**src/rtl/rv32_branch_pkg.sv**
```systemverilog
// Shared encodings for branch resolution: funct3 codes, BHT counter states, resolve FSM states.
package rv32_branch_pkg;

    localparam logic [2:0] F3_BEQ  = 3'b000;
    localparam logic [2:0] F3_BNE  = 3'b001;
    localparam logic [2:0] F3_BLT  = 3'b100;
    localparam logic [2:0] F3_BGE  = 3'b101;
    localparam logic [2:0] F3_BLTU = 3'b110;
    localparam logic [2:0] F3_BGEU = 3'b111;

    localparam logic [1:0] SNT = 2'b00;
    localparam logic [1:0] WNT = 2'b01;
    localparam logic [1:0] WT  = 2'b10;
    localparam logic [1:0] ST  = 2'b11;

    typedef enum logic {
        RUN    = 1'b0,
        SHADOW = 1'b1
    } fsm_state_e;

endpackage

```
**src/rtl/branch_bht.sv**
```systemverilog
// Branch history table: 2-bit saturating counters, async IF read port, sync EX update port.
module branch_bht
    import rv32_branch_pkg::*;
#(
    parameter int ENTRIES = 16,
    parameter int IDX_W   = $clog2(ENTRIES)
) (
    input  logic             clk,
    input  logic             rst,
    input  logic [IDX_W-1:0] i_rd_idx,
    output logic [1:0]       o_rd_ctr,
    input  logic             i_wr_en,
    input  logic [IDX_W-1:0] i_wr_idx,
    input  logic             i_wr_taken
);

    logic [1:0] ctr_q [ENTRIES];
    logic [1:0] ctr_d [ENTRIES];

    // Read sees the stored value, so a same-cycle update is not forwarded.
    assign o_rd_ctr = ctr_q[i_rd_idx];

    always_comb begin
        ctr_d = ctr_q;
        if (i_wr_en) begin
            if (i_wr_taken) begin
                if (ctr_q[i_wr_idx] != ST) ctr_d[i_wr_idx] = ctr_q[i_wr_idx] + 2'd1;
            end else begin
                if (ctr_q[i_wr_idx] != SNT) ctr_d[i_wr_idx] = ctr_q[i_wr_idx] - 2'd1;
            end
        end
    end

    always_ff @(posedge clk) begin
        if (rst) begin
            for (int i = 0; i < ENTRIES; i++) ctr_q[i] <= WNT;
        end else begin
            ctr_q <= ctr_d;
        end
    end

endmodule

```
**src/rtl/branch_resolve.sv**
```systemverilog
// EX-stage branch resolution: taken decode, mispredict redirect/flush, BHT ownership.
// Optional BRANCH_STATS_EN adds saturating branch and redirect counters.
//
// state  | meaning
// RUN    | EX instruction is on the correct path and may resolve
// SHADOW | cycle after a redirect; wrong-path EX instruction is ignored
module branch_resolve
    import rv32_branch_pkg::*;
#(
    parameter int BHT_ENTRIES = 16
) (
    input  logic        clk,
    input  logic        rst,
    input  logic [31:0] i_if_pc,
    output logic        o_if_pred_taken,
    input  logic        i_valid,
    input  logic [31:0] i_pc,
    input  logic [2:0]  i_funct3,
    input  logic        i_is_branch,
    input  logic        i_is_jal,
    input  logic        i_is_jalr,
    input  logic        i_pred_taken,
    input  logic [31:0] i_target,
    output logic        o_brUn,
    output logic        o_br_comp,
    input  logic        brEq,
    input  logic        brLT,
    output logic        o_redirect,
    output logic [31:0] o_redirect_pc,
    output logic        o_flush
`ifdef BRANCH_STATS_EN
    ,
    output logic [31:0] o_br_count,
    output logic [31:0] o_mispred_count
`endif
);

    localparam int IDX_W = $clog2(BHT_ENTRIES);

    fsm_state_e  state_q, state_d;
    logic        redirect_q, redirect_d;
    logic [31:0] redirect_pc_q, redirect_pc_d;
    logic        resolve, taken, legal, br_res, mispred;
    logic [1:0]  if_ctr;

    assign resolve = i_valid && (state_q == RUN);

    always_comb begin
        taken = 1'b0;
        legal = 1'b1;
        case (i_funct3)
            F3_BEQ:          taken = brEq;
            F3_BNE:          taken = ~brEq;
            F3_BLT, F3_BLTU: taken = brLT;
            F3_BGE, F3_BGEU: taken = ~brLT;
            default:         legal = 1'b0;
        endcase
    end

    // Jumps take priority over the branch flag when decode sets several.
    assign br_res  = resolve && !i_is_jalr && !i_is_jal && i_is_branch && legal;
    assign mispred = br_res && (taken != i_pred_taken);

    always_comb begin
        redirect_d    = 1'b0;
        redirect_pc_d = redirect_pc_q;
        if (resolve && i_is_jalr) begin
            redirect_d    = 1'b1;
            redirect_pc_d = {i_target[31:1], 1'b0};
        end else if (resolve && i_is_jal) begin
            redirect_d    = 1'b1;
            redirect_pc_d = i_target;
        end else if (mispred) begin
            redirect_d    = 1'b1;
            redirect_pc_d = taken ? i_target : i_pc + 32'd4;
        end
        state_d = redirect_d ? SHADOW : RUN;
    end

    always_ff @(posedge clk) begin
        if (rst) begin
            state_q       <= RUN;
            redirect_q    <= 1'b0;
            redirect_pc_q <= 32'd0;
        end else begin
            state_q       <= state_d;
            redirect_q    <= redirect_d;
            redirect_pc_q <= redirect_pc_d;
        end
    end

    assign o_brUn        = i_funct3[1];
    assign o_br_comp     = i_valid && i_is_branch && (state_q == RUN);
    assign o_redirect    = redirect_q;
    assign o_flush       = redirect_q;
    assign o_redirect_pc = redirect_pc_q;
    assign o_if_pred_taken = if_ctr[1];

    branch_bht #(
        .ENTRIES (BHT_ENTRIES),
        .IDX_W   (IDX_W)
    ) u_bht (
        .clk        (clk),
        .rst        (rst),
        .i_rd_idx   (i_if_pc[IDX_W+1:2]),
        .o_rd_ctr   (if_ctr),
        .i_wr_en    (br_res),
        .i_wr_idx   (i_pc[IDX_W+1:2]),
        .i_wr_taken (taken)
    );

    logic unused_if_pc_bits;
    assign unused_if_pc_bits = ^{i_if_pc[31:IDX_W+2], i_if_pc[1:0]};

`ifdef BRANCH_STATS_EN
    logic [31:0] br_count_q, br_count_d;
    logic [31:0] mispred_count_q, mispred_count_d;

    always_comb begin
        br_count_d      = br_count_q;
        mispred_count_d = mispred_count_q;
        if (br_res && br_count_q != 32'hFFFF_FFFF) br_count_d = br_count_q + 32'd1;
        if (redirect_d && mispred_count_q != 32'hFFFF_FFFF) mispred_count_d = mispred_count_q + 32'd1;
    end

    always_ff @(posedge clk) begin
        if (rst) begin
            br_count_q      <= 32'd0;
            mispred_count_q <= 32'd0;
        end else begin
            br_count_q      <= br_count_d;
            mispred_count_q <= mispred_count_d;
        end
    end

    assign o_br_count      = br_count_q;
    assign o_mispred_count = mispred_count_q;
`endif

endmodule
```
**config.mk**
```make
export PLATFORM = sky130hd
export DESIGN_NAME = branch_resolve
export DESIGN_NICKNAME = d
export VERILOG_FILES = /design/src/rtl/rv32_branch_pkg.sv /design/src/rtl/branch_bht.sv /design/src/rtl/branch_resolve.sv
export SDC_FILE = /design/constraint.sdc
export NUM_CORES = 1
export LEC_CHECK = 0
export BUFFER_PORTS_ARGS = -buffer_cell sky130_fd_sc_hd__buf_4
export CAP_MARGIN = 20
export CORE_MARGIN = 3
export CORE_UTILIZATION = 45
export DETAILED_ROUTE_END_ITERATION = 6
export GPL_ROUTABILITY_DRIVEN = 0
export HOLD_SLACK_MARGIN = 0.02
export PLACE_DENSITY = 0.74
export REMOVE_ABC_BUFFERS = 1
export SLEW_MARGIN = 25
export SYNTH_ARGS = -nofsm -noshare
export SYNTH_HDL_FRONTEND = slang
export SYNTH_SLANG_ARGS = --single-unit
```
**constraint.sdc**
```tcl
create_clock -name clk -period 8.9 [get_ports clk]
set_clock_uncertainty 0.15 [all_clocks]
set_input_delay 1.78 -clock clk [delete_from_list [all_inputs] [get_ports clk]]
set_output_delay 1.78 -clock clk [all_outputs]
set_load 0.1 [all_outputs]
```
* Yosys cells after proc, flatten, opt, wreduce, memory -nomap -nowiden
Index checks and enable logic that the tools add are counted. Widths: inputs -> output; s select.
Storage, ports and cells: bits in registers 66, input port bits 108, word-level logic and storage cells 85
Operators by class: $add $sub $neg 3, order comparisons 3, eq/ne operators 8, multiplexer cells 23, bitwise gates (word level) 5, reductions and logical operators 23
Operators by type and width (number):
- $mux 32 | 7
- $bwmux 32 | 2
- $add 32x3->32 const B | 1
- $bmux 2 s4 | 2
- $eq 3x3->1 const B | 4
- $logic_and 1x1->1 | 11
- $ge 5x5->1 const B | 2
- $mux 2 | 5
- $not 4->5 | 2
- $demux 2 s4 | 1
- $reduce_bool 2->1 | 3
- $reduce_or 2->1 | 3
- $reduce_or 6->1 | 1
- $lt 5x1->1 const B | 1
- $mux 1 | 5
- $pmux 1 s4 | 1
- $eq 3x1->1 const B | 1
- $logic_not 3->1 | 1
- $not 1->1 | 3
- $reduce_and 3->1 | 1
- $reduce_bool 3->1 | 1
- $add 2x1->2 const B | 1
- $logic_not 1->1 | 2
- $ne 2x1->1 const B | 1
- 3 further kinds | 3

* Depth between registers and ports, before layout
depth after elaboration 11, mapped depth 14, depth with buffers taken out 10

* Cells and area by module
From an unflattened synthesis, not the netlist that was laid out.
Unflattened totals: cells, all modules 507, area total of the unflattened synthesis 4284.1 µm²
Modules (own cells, without submodules):
- branch_resolve | instances 1, cells each 293, area an instance 2234.6 µm², sequential area each 660.6 µm²
- branch_bht | instances 1, cells each 214, area an instance 2049.5 µm², sequential area each 640.6 µm²

* Worst setup path after synthesis
Ideal clock, no wire load.
path kind in2out, from in i_if_pc[2], to out o_if_pred_taken, data arrival time 2991 ps, required time 6970 ps, slack 3979 ps, stages 2, path buffers 0, cells stage by stage mux4_2 > mux4_2
Between the ends: cells in the longest elaborated chain, start to end 4
RTL lines:
- start, declared | line branch_resolve.sv:14 | input logic [31:0] i_if_pc,
- $not 4->5 (not written as such) | line branch_bht.sv:21 | assign o_rd_ctr = ctr_q[i_rd_idx];
- $bmux 2 s4 | line branch_bht.sv:21
- $mux 2 (not written as such) (2 in series) | line branch_bht.sv:21
- end, declared | line branch_resolve.sv:15 | output logic o_if_pred_taken,
No other way between the ends. The select of a mux whose other input is x is not followed.

* Final worst setup path
Ends and elaborated chain as after synthesis.

==> flow_summary.ini <==
[timing]
layout_setup_ws_ps = 3821
finalCritPeriodShare = 0.5707
min_period_ps = 5079
rsz0062_at_grt = no
relSlewSlack = 0.3821
setup_tns_ps = 0
max_freq_mhz = 196.9
slew_violations = 0
setup_viol = 0
worstMarginPinSlew_ps = 925.2
hold_viol = 0

[global_routing]
grt_start_max_net_pins = 59
antenna_found_initial = 0
track_usage = 0.2036
first_global_vias = 3419
grt.busiest_layer = met2
grt_pass1_wl_um = 16200
met2_usage = 0.3311
met3_usage = 0.03892
grt_use_met1 = 0.2622
grt-ovfl-total = 0

[detailed_routing]
drt_wl_total_um = 9926
wl_per_cell_um = 15.09
vias = 3597
routed_via_density = 5.467
first_pass_iters = 4
drtAntennaViolNets = 0
dr.first_iter.drc_count = 137
drc = 0

[synth]
synth_warnings = 0
synthTopCellsByCount = nand2_1, dfxtp_1, nor2_1
yosysSeqAreaShare = 0.3342
netlist.area_leader.share = 0.3342
yosys.area_share.simple = 0.2291
ys_types = 51
synth-seq-cells = 65
syn_area_sq_um = 3894
ys.flop_type = dfxtp_1
syn_inst = 452
yosys.area.top_type = dfxtp_1
synth_most_common_cell = nand2_1
synth-xor-area-share = 0.06748
yosys-mux-area-fraction = 0.1636
synth_area_leaders = dfxtp_1, mux4_2, mux2i_1
synth_top_family_by_area = simple AND/OR/NAND/NOR gates
synth_edf_count = 0
synth-compound-area-share = 0.1343
synth_fa_ha_area_frac = 0.01928
syn_area_per_cell_sq_um = 8.614
async_flop_share = 0

[die]
core_area_sq_um = 8299
die-area_sq_um = 9805
start_util = 0.4692
ioPinCount = 145
chipWidth_um = 99.02
die_h_um = 99.02
rows = 33

[finish]
area_growth_pct = 27.70
layout-drive-gt1-share = 0.2984
num_antenna_cells = 0
num-fill-cells = 760
fin_nets = 662

[critical_path]
crit_path_end_kind = output port
critPathSlowestCell = mux4_2
path_max_fanout = 4
crit_family = multiplexers
required_ps = 6970
start_kind = input pin
path_class = input pin to output port
critical_path_arrival_ps = 3150
worstPathCellList = buf_4 > mux4_2 > mux4_2 > buf_4
regToRegSetupSlack_ps = 5700
cp_num_buf_inv = 2
slowest_delay_ps = 510

[outcome]
outcome = complete, no violations

[clocking]
clkTransAtPathRegs_ps = 60
cts_hold_repair.buffers = 0
cts_max_level = 3
cts.sinks = 65
cts-root-buf = clkbuf_8
cts_buffers = 9
worstSkewPairLatency_ps = 340
cts_setup_buffers = 0
cts_tree = done
clockBufferDepth = 2
cts_resized = 0

[power_and_ir_drop]
power_density_nw_per_um2 = 164.6
ir_drop_mv = 0.06995
power_leakage_nw = 2.150

[placement]
post-place-ws_ps = 3808
port_buffers = 116
hpwl_um = 7323

[worst_hold_path]
hp-class = register to register

[run]
cap_violations = 0
## tightest hold or removal path: cells and delay by family, from the launching register on
kind,cells,cell delay [ps]
flip-flops,1,310
AND/OR/NAND/NOR,1,50
AO/OA/AOI/OAI,1,50
## cell families (layout without fill, tap and decap cells)
| logic type | after synthesis | after routing |
|---|---|---|
| and+or+nand+nor | 188 | 188 |
| buffers and inverters | 42 | 143 |
| muxes | 46 | 46 |
| DFF | 65 | 65 |
| xor gates and xnor gates | 30 | 30 |
| AOI/OAI and AO/OA | 75 | 75 |
| adders and majority gates | 6 | 6 |
## per-layer routing
layer  routed length (um)  part of all wire
met5                    0                 0
met4                  225             0.023
met1                 4224              0.43
met3                  521             0.052
met2                 4955              0.50
## stage by stage
| stage | power (W) | instance area, sq um | cells | hold WS, ps | util |
|---|---|---|---|---|---|
| 2_1_floorplan | 0.0004801 | 3721 | 418 | 289.5 | - |
| 3_3_place_gp | 0.0005587 | 4757 | 642 | 290.3 | 0.5732 |
| 3_5_place_dp | 0.0005630 | 4765 | 642 | 295.8 | 0.5741 |
| 4_1_cts | 0.0008258 | 4972 | 658 | 304.8 | 0.5991 |
| 5_1_grt | 0.0008572 | 4972 | 658 | 322.4 | 0.5991 |
| 6_report | 0.0008184 | 4972 | 658 | 302.2 | 0.5991 |
## worst paths after layout
path | depth (start not counted) | end | from
worst max-delay path | 4 | o_if_pred_taken | i_if_pc[2]
worst min-delay path | 2 | o_redirect_pc[6] | o_redirect_pc[6]
worst max register to register | 9 | register | register
worst min register to register | 2 | o_redirect_pc[6] | o_redirect_pc[6]
## area by class of cell
type,instances,area [sq um],area share
Clock buffer,14,172.7,0.03473
Clock inverter,2,35.03,0.007046
Inverter,8,30.03,0.006039
Multi-Input combinational cell,345,2409,0.4844
Sequential cell,65,1301,0.2617
Tap cell,105,131.4,0.02642
Timing Repair Buffer,119,893.4,0.1797
## where the power goes
part | total, W | internal [W] | switching (W)
registers | 0.000311 | 0.000304 | 0.00000679
clock network | 0.000263 | 0.000152 | 0.000110
logic | 0.000245 | 0.0000720 | 0.000173
## cells in the final DEF (no fill, tap or decap), drive strengths merged, types with 3 or more instances in the layout
cell type and count:
xnor2 22, nor3 10, ha 6, xor2 8
dfxtp 65, mux4 14, o211ai 15, nor2b 3
a211oi 3, nand3 25, nor4 6, a21oi 30
nor2 47, a211o 11, nand4 10, buf 119
and2 3, nand2 74, mux2i 31, clkbuf 14
o21ai 5, inv 7
No activity file was read; power rests on OpenSTA's default activity.
